**config.mk**
```make
export PLATFORM = sky130hd
export DESIGN_NAME = uart_program_loader
export DESIGN_NICKNAME = d
export VERILOG_FILES = /design/src/rtl/uart_program_loader.sv
export SDC_FILE = /design/constraint.sdc
export NUM_CORES = 1
export LEC_CHECK = 0
export BUFFER_PORTS_ARGS = -buffer_cell sky130_fd_sc_hd__buf_2
export CORE_MARGIN = 1
export CORE_UTILIZATION = 65
export CTS_CLUSTER_SIZE = 8
export DETAILED_ROUTE_END_ITERATION = 16
export GPL_ROUTABILITY_DRIVEN = 0
export GPL_TIMING_DRIVEN = 0
export PLACE_DENSITY_LB_ADDON = 0.2
export SETUP_SLACK_MARGIN = 0.2
export SKIP_LAST_GASP = 1
export SYNTH_ARGS = -nofsm -noshare
export SYNTH_HDL_FRONTEND = slang
export SYNTH_SLANG_ARGS = --single-unit
```
**constraint.sdc**
```tcl
create_clock -name clk -period 5.56 [get_ports clk]
set_input_delay 1.668 -clock clk [delete_from_list [all_inputs] [get_ports clk]]
set_output_delay 1.668 -clock clk [all_outputs]
set_load 0.005 [all_outputs]
```
**src/rtl/uart_program_loader.sv**
```systemverilog
// uart_program_loader
// Receives a program image over an 8N1 UART link and writes it into
// instruction memory one 32-bit little-endian word at a time.
// Stream layout: a 4-byte little-endian size field, then the payload bytes.
// Optional feature: define LOADER_CHECKSUM_EN to require one trailing byte
// equal to the XOR of every payload byte.
module uart_program_loader #(
    parameter int CLK_PER_HALF_BIT = 5208,
    parameter int MAX_BYTES        = 65536
) (
    input  logic        clk,
    input  logic        rst,
    input  logic        rxd,
    output logic        imem_we,
    output logic [31:0] imem_addr,
    output logic [31:0] imem_wdata,
    output logic        busy,
    output logic        done,
    output logic        err
);

    localparam int              CNT_W     = $clog2(2 * CLK_PER_HALF_BIT) + 1;
    localparam logic [CNT_W-1:0] HALF_LAST = CNT_W'(CLK_PER_HALF_BIT - 1);
    localparam logic [CNT_W-1:0] FULL_LAST = CNT_W'(2 * CLK_PER_HALF_BIT - 1);
    localparam logic [31:0]      MAX_SIZE  = 32'(MAX_BYTES);

    typedef enum logic [1:0] {
        IDLE,
        START,
        DATA,
        STOP
    } rxState_t;

    typedef enum logic [1:0] {
        L_SIZE,
        L_DATA,
        L_DONE,
        L_ERR
    } ldState_t;

    // Synchronizer flops
    logic rxdMeta_q;
    logic rxdSync_q;

    // UART receiver state
    rxState_t         rxState_q, rxState_d;
    logic [CNT_W-1:0] bitCnt_q, bitCnt_d;
    logic [2:0]       bitIdx_q, bitIdx_d;
    logic [7:0]       shift_q, shift_d;
    logic             byteValid;
    logic             frameErr;
    logic             startAccept;

    // Loader state
    ldState_t    ldState_q, ldState_d;
    logic [1:0]  sizeIdx_q, sizeIdx_d;
    logic [31:0] size_q, size_d;
    logic [31:0] byteCount_q, byteCount_d;
    logic [31:0] word_q, word_d;
    logic        we_q, we_d;
    logic [31:0] addr_q, addr_d;
    logic [31:0] wdata_q, wdata_d;
    logic        busy_q, busy_d;
`ifdef LOADER_CHECKSUM_EN
    logic [7:0]  csum_q, csum_d;
`endif

    logic        loadActive;
    logic [7:0]  rxByte;
    logic [31:0] newSize;
    logic [31:0] wordNext;

    assign loadActive = (ldState_q == L_SIZE) || (ldState_q == L_DATA);
    assign rxByte     = shift_q;
    assign newSize    = {rxByte, size_q[23:0]};

    // Two-flop synchronizer so the asynchronous serial line never feeds logic directly
    always_ff @(posedge clk) begin
        if (!rst) begin
            rxdMeta_q <= 1'b1;
            rxdSync_q <= 1'b1;
        end else begin
            rxdMeta_q <= rxd;
            rxdSync_q <= rxdMeta_q;
        end
    end

    // Receiver state register
    always_ff @(posedge clk) begin
        if (!rst) begin
            rxState_q <= IDLE;
            bitCnt_q  <= '0;
            bitIdx_q  <= '0;
            shift_q   <= '0;
        end else begin
            rxState_q <= rxState_d;
            bitCnt_q  <= bitCnt_d;
            bitIdx_q  <= bitIdx_d;
            shift_q   <= shift_d;
        end
    end

    // Receiver next state: confirm start at half bit, then sample every full bit at mid-bit
    always_comb begin
        rxState_d   = rxState_q;
        bitCnt_d    = bitCnt_q + 1'b1;
        bitIdx_d    = bitIdx_q;
        shift_d     = shift_q;
        byteValid   = 1'b0;
        frameErr    = 1'b0;
        startAccept = 1'b0;
        case (rxState_q)
            IDLE: begin
                bitCnt_d = '0;
                if (!rxdSync_q && loadActive) begin
                    rxState_d = START;
                end
            end
            START: begin
                if (bitCnt_q == HALF_LAST) begin
                    bitCnt_d = '0;
                    if (!rxdSync_q) begin
                        rxState_d   = DATA;
                        bitIdx_d    = '0;
                        startAccept = 1'b1;
                    end else begin
                        rxState_d = IDLE;
                    end
                end
            end
            DATA: begin
                if (bitCnt_q == FULL_LAST) begin
                    bitCnt_d = '0;
                    shift_d  = {rxdSync_q, shift_q[7:1]};
                    if (bitIdx_q == 3'd7) begin
                        rxState_d = STOP;
                    end else begin
                        bitIdx_d = bitIdx_q + 3'd1;
                    end
                end
            end
            STOP: begin
                if (bitCnt_q == FULL_LAST) begin
                    bitCnt_d  = '0;
                    rxState_d = IDLE;
                    if (rxdSync_q) begin
                        byteValid = 1'b1;
                    end else begin
                        frameErr = 1'b1;
                    end
                end
            end
            default: begin
                rxState_d = IDLE;
            end
        endcase
    end

    // Loader state register and registered memory-write outputs
    always_ff @(posedge clk) begin
        if (!rst) begin
            ldState_q   <= L_SIZE;
            sizeIdx_q   <= '0;
            size_q      <= '0;
            byteCount_q <= '0;
            word_q      <= '0;
            we_q        <= 1'b0;
            addr_q      <= '0;
            wdata_q     <= '0;
            busy_q      <= 1'b0;
`ifdef LOADER_CHECKSUM_EN
            csum_q      <= '0;
`endif
        end else begin
            ldState_q   <= ldState_d;
            sizeIdx_q   <= sizeIdx_d;
            size_q      <= size_d;
            byteCount_q <= byteCount_d;
            word_q      <= word_d;
            we_q        <= we_d;
            addr_q      <= addr_d;
            wdata_q     <= wdata_d;
            busy_q      <= busy_d;
`ifdef LOADER_CHECKSUM_EN
            csum_q      <= csum_d;
`endif
        end
    end

    // Loader next state: collect size, pack payload into words, finish or fail
    always_comb begin
        ldState_d   = ldState_q;
        sizeIdx_d   = sizeIdx_q;
        size_d      = size_q;
        byteCount_d = byteCount_q;
        word_d      = word_q;
        we_d        = 1'b0;
        addr_d      = addr_q;
        wdata_d     = wdata_q;
        busy_d      = busy_q;
        wordNext    = word_q | ({24'b0, rxByte} << {byteCount_q[1:0], 3'b000});
`ifdef LOADER_CHECKSUM_EN
        csum_d      = csum_q;
`endif
        case (ldState_q)
            L_SIZE: begin
                if (frameErr) begin
                    ldState_d = L_ERR;
                end else if (byteValid) begin
                    size_d[{sizeIdx_q, 3'b000} +: 8] = rxByte;
                    sizeIdx_d = sizeIdx_q + 2'd1;
                    if (sizeIdx_q == 2'd3) begin
                        if (newSize == 32'd0) begin
`ifdef LOADER_CHECKSUM_EN
                            ldState_d = L_DATA;
`else
                            ldState_d = L_DONE;
`endif
                        end else if (newSize > MAX_SIZE) begin
                            ldState_d = L_ERR;
                        end else begin
                            ldState_d = L_DATA;
                        end
                    end
                end
            end
            L_DATA: begin
                if (frameErr) begin
                    ldState_d = L_ERR;
                end else if (byteValid && (byteCount_q != size_q)) begin
                    byteCount_d = byteCount_q + 32'd1;
`ifdef LOADER_CHECKSUM_EN
                    csum_d = csum_q ^ rxByte;
`endif
                    if ((byteCount_q[1:0] == 2'd3) || ((byteCount_q + 32'd1) == size_q)) begin
                        we_d    = 1'b1;
                        addr_d  = {byteCount_q[31:2], 2'b00};
                        wdata_d = wordNext;
                        word_d  = '0;
                    end else begin
                        word_d = wordNext;
                    end
`ifdef LOADER_CHECKSUM_EN
                end else if (byteValid) begin
                    ldState_d = (rxByte == csum_q) ? L_DONE : L_ERR;
`else
                end else if (we_q && (byteCount_q == size_q)) begin
                    ldState_d = L_DONE;
`endif
                end
            end
            default: begin
                ldState_d = ldState_q;
            end
        endcase
        if (startAccept) begin
            busy_d = 1'b1;
        end
        if ((ldState_d == L_DONE) || (ldState_d == L_ERR)) begin
            busy_d = 1'b0;
        end
    end

    assign imem_we    = we_q;
    assign imem_addr  = addr_q;
    assign imem_wdata = wdata_q;
    assign busy       = busy_q;
    assign done       = (ldState_q == L_DONE);
    assign err        = (ldState_q == L_ERR);

endmodule

```
==> metrics.md <==
| Metric | Value |
|---|---|
| Final setup viols | `0` |
| Met1 wire length | `about 10 mm` |
| Hold bufs inserted after CTS | `0` |
| Final worst-path cycle share | `0.667` |
| Placed Cells | `1350` |
| Worst Setup End Kind | `flip-flop` |
| Critical Path RT | `5.88 ns` |
| Core Area | `between 10000 and 15000 sq um` |
| Startpoint Class | `flip-flop` |
| Antenna-violating nets left | `0` |
| Top sig layer | `met4` |
| Gate Count Post-Synth | `between 1000 and 1500` |
| Most frequent cells in the layout | `dfxtp_1 (194), nand3_1 (118), a21oi_1 (111)` |
| Dominant cells by area after synthesis | `dfxtp_1 (43%), nand3_1 (6.5%), a21oi_1 (6.1%), nor2_1 (4.6%), xor2_1 (4.3%)` |
| Initial antenna violation count | `0` |
| Pwr dens | `about 260 nW/um^2` |
| Most common cell after layout, fill and taps aside | `dfxtp_1` |
| Largest net degree at the start of global routing | `17` |
| Leading area contributor after synthesis | `dfxtp_1` |
| RSZ-0062 raised after global routing | `false` |
| Fin cells | `about 1400` |
| CP max FO | `10` |
| Fin. Hold Viols | `0` |
| Post-Synth Adder-Cell Area | `0.0124` |
| Vias per inst | `roughly 6.2` |
| HPWL Detailed | `about 18 mm` |
| CTS HTree Levels | `4` |
| Fin Setup TNS | `0 ns` |
| Compound-Gate Fraction of Synth Area | `0.150` |
| Post-Syn Area | `a little over 9000 sq um` |
| Resize count post-CTS | `0` |
| Worst hold slack | `a little over 0.4 ns` |
| Slew @ Worst Pin | `about 1.4 ns` |
| Sequential fraction of the synthesis area | `0.428` |
| Predominant post-synthesis flop cell | `dfxtp_1` |
| Synth-to-Final Area Change | `12.4%` |
| Post-CTS Setup Bufs | `0` |
| Post-synth cell types | `64` |
| Die X | `approximately 120 um` |
| Grt total ovfl | `0` |
| Clock-pin transition on the worst setup and hold timing paths | `0.07 ns` |
| Worst vdd ir | `between 200 and 300 uV` |
| CP Class | `reg2reg` |
| Residual DRC | `0` |
| Nets | `1205` |
| Sequential power share | `0.526` |
| DR WL/cell | `around 19 um` |
| Share of flip-flops with an asynchronous set or reset | `0` |
| First-pass GRT wire length | `39.9 mm` |
| Flops & latches, synth | `between 150 and 200` |
| Share of cells above drive strength 1 | `0.110` |
| Post-Synth Simple-Gate Area | `0.261` |
| Fillers | `between 1000 and 1500` |
| CP arrival | `between 4 and 5 ns` |
| Die Y | `120 um` |
| CTS tree | `yes` |
| Initial DRT Pass Iterations | `9` |
| Post-synthesis mux area share | `0.0155` |
| Initial Util | `0.677` |
| Combinational share of power | `0.017` |
| Min Tclk post-route | `3.71 ns` |
| Max-slew violation count | `0` |
| Fmax | `around 0.27 GHz` |
| FP Rows | `42` |
| Number of flops mapped to enable cells by yosys | `0` |
| Critical Path Max Stage Delay | `~0.70 ns` |
| Worst setup margin | `about 1.9 ns` |
| Mean Syn Cell Area | `a little over 8 sq um` |
| Run status | `completed` |
| CTS Buf Count | `17` |
| DR iter-0 viols | `around 1000` |
| Synth top area share | `0.428` |
| Area of the die | `14400 sq um` |
| P_sw | `between 500 and 600 uW` |
| YS warnings | `0` |
| # IOs | `71` |
| Min-Delay Path Class | `reg2reg` |
| CTS Buffer Depth | `2` |
| Worst slew margin | `0.0792` |
| CTS root buf | `clkbuf_16` |
| TritonCTS Sinks | `a little under 200` |
| Synth Area in XOR/XNOR | `0.0821` |
| Clock share of power | `0.457` |
| Worst slack, placed | `between 1.5 and 2 ns` |
| Leak Pwr | `between 0.003 and 0.004 uW` |
| Vias in the first global route | `around 7800` |
| Routed wl met3 | `approximately 2.7 mm` |
| Worst skew pair latency | `between 0.4 and 0.5 ns` |
| Slowest CP cell | `or4b_2` |
| Crit path cell chain | `or4b_2 > nor4_1 > nand4_1 > o21ba_1 > clkbuf_1 > buf_1 > nand3_1 > xor2_1 > nor2_1` |
| Final setup skew | `about 0.011 ns` |
| Routed wl met2 | `11.5 mm` |
| Post-Route WL | `approximately 26 mm` |
| PortBufs | `67` |
| Largest family of logic cells by synthesized area | `simple AND/OR/NAND/NOR gates` |
| Diode count | `0` |
| Total GRT Usage | `0.360` |
| Via count | `approximately 8600` |
| Max_cap viols | `0` |
| Int Power | `2060 uW` |
| Sw Ratio | `0.221` |
==> area by class of cell <==
class                      instances  area, sq um  share of cell area
buffer                            93          412              0.0404
clock buffer                      19          433              0.0425
clock inverter                    11          135              0.0133
inverter                          12         45.0             0.00442
multi-input combinational        808         4730               0.464
sequential                       194         3880               0.381
tap                              176          220              0.0216
timing repair buffer              67          335              0.0329
==> per-stage QoR <==
stage / total power [uW] / utilization / area [sq um]
after floorplan: 1450 / - / 9070
after global placement: 1460 / 0.718 / 9630
after detailed placement: 1470 / 0.718 / 9630
after CTS: 2640 / 0.761 / 10200
after global routing: 2700 / 0.761 / 10200
final: 2640 / 0.761 / 10200
==> cells in the mapped netlist, drive strengths merged, types with 8 or more instances <==
cell	n
a21oi	111
and2	13
and3	17
and4	8
buf	35
clkbuf	58
dfxtp	194
ha	9
inv	12
mux2i	14
nand2	101
nand3	118
nand4	21
nor2	110
nor3	23
nor4	19
o21ai	34
o31ai	39
xnor2	40
xor2	45
==> metal layers <==
layer / global-route usage / vias up
li1: - / 4073
met1: 0.461 / 3993
met2: 0.563 / 439
met3: 0.0946 / 100
met4: 0.173 / 0
met5: 0 / -
==> final timing paths <==
check,startpoint,slack [ns],endpoint,cells past startpoint
setup reg to reg,bitCnt_q[4],1.85,byteCount_q[18],9
setup / recovery,bitCnt_q[4],1.85,byteCount_q[18],9
hold reg to reg,rxdMeta_q,0.42,rxdSync_q,1
hold / removal,rxdMeta_q,0.42,rxdSync_q,1
==> state kept, by name, indices dropped and copies added, names as in the netlist, 3 cells and up, named ones only <==
signal and flops:
bitCnt_q 15, bitIdx_q 3, imem_wdata 32, byteCount_q 32
rxByte 8, size_q 32, word_q 32, imem_addr 30
==> power by group through the flow <==
stage	clock, uW	sequential, uW	combinational (uW)
2_1_floorplan	0	1420	27.6
3_3_place_gp	0	1420	42.5
3_5_place_dp	0	1420	42.8
4_1_cts	1200	1390	42.8
5_1_grt	1270	1390	47.1
6_report	1210	1390	44.3
==> worst max-delay path, delay by kind of cell (launching register included) <==
family	cells	cell delay, ns
xor gates and xnor gates	1	0.18
DFF	1	0.36
and+or+nand+nor	5	1.55
AOI/OAI and AO/OA	1	0.35
buffers and inverters	2	1.13
==> cells by family after synthesis <==
kind of cell / Yosys count
AND/OR/NAND/NOR: 475
buffers and inverters: 105
adder cells (fa/ha/maj): 9
flip-flops: 194
XOR/XNOR: 85
AO/OA/AOI/OAI: 223
other: 1
multiplexers: 14
No activity file was read; power rests on OpenSTA's default activity.
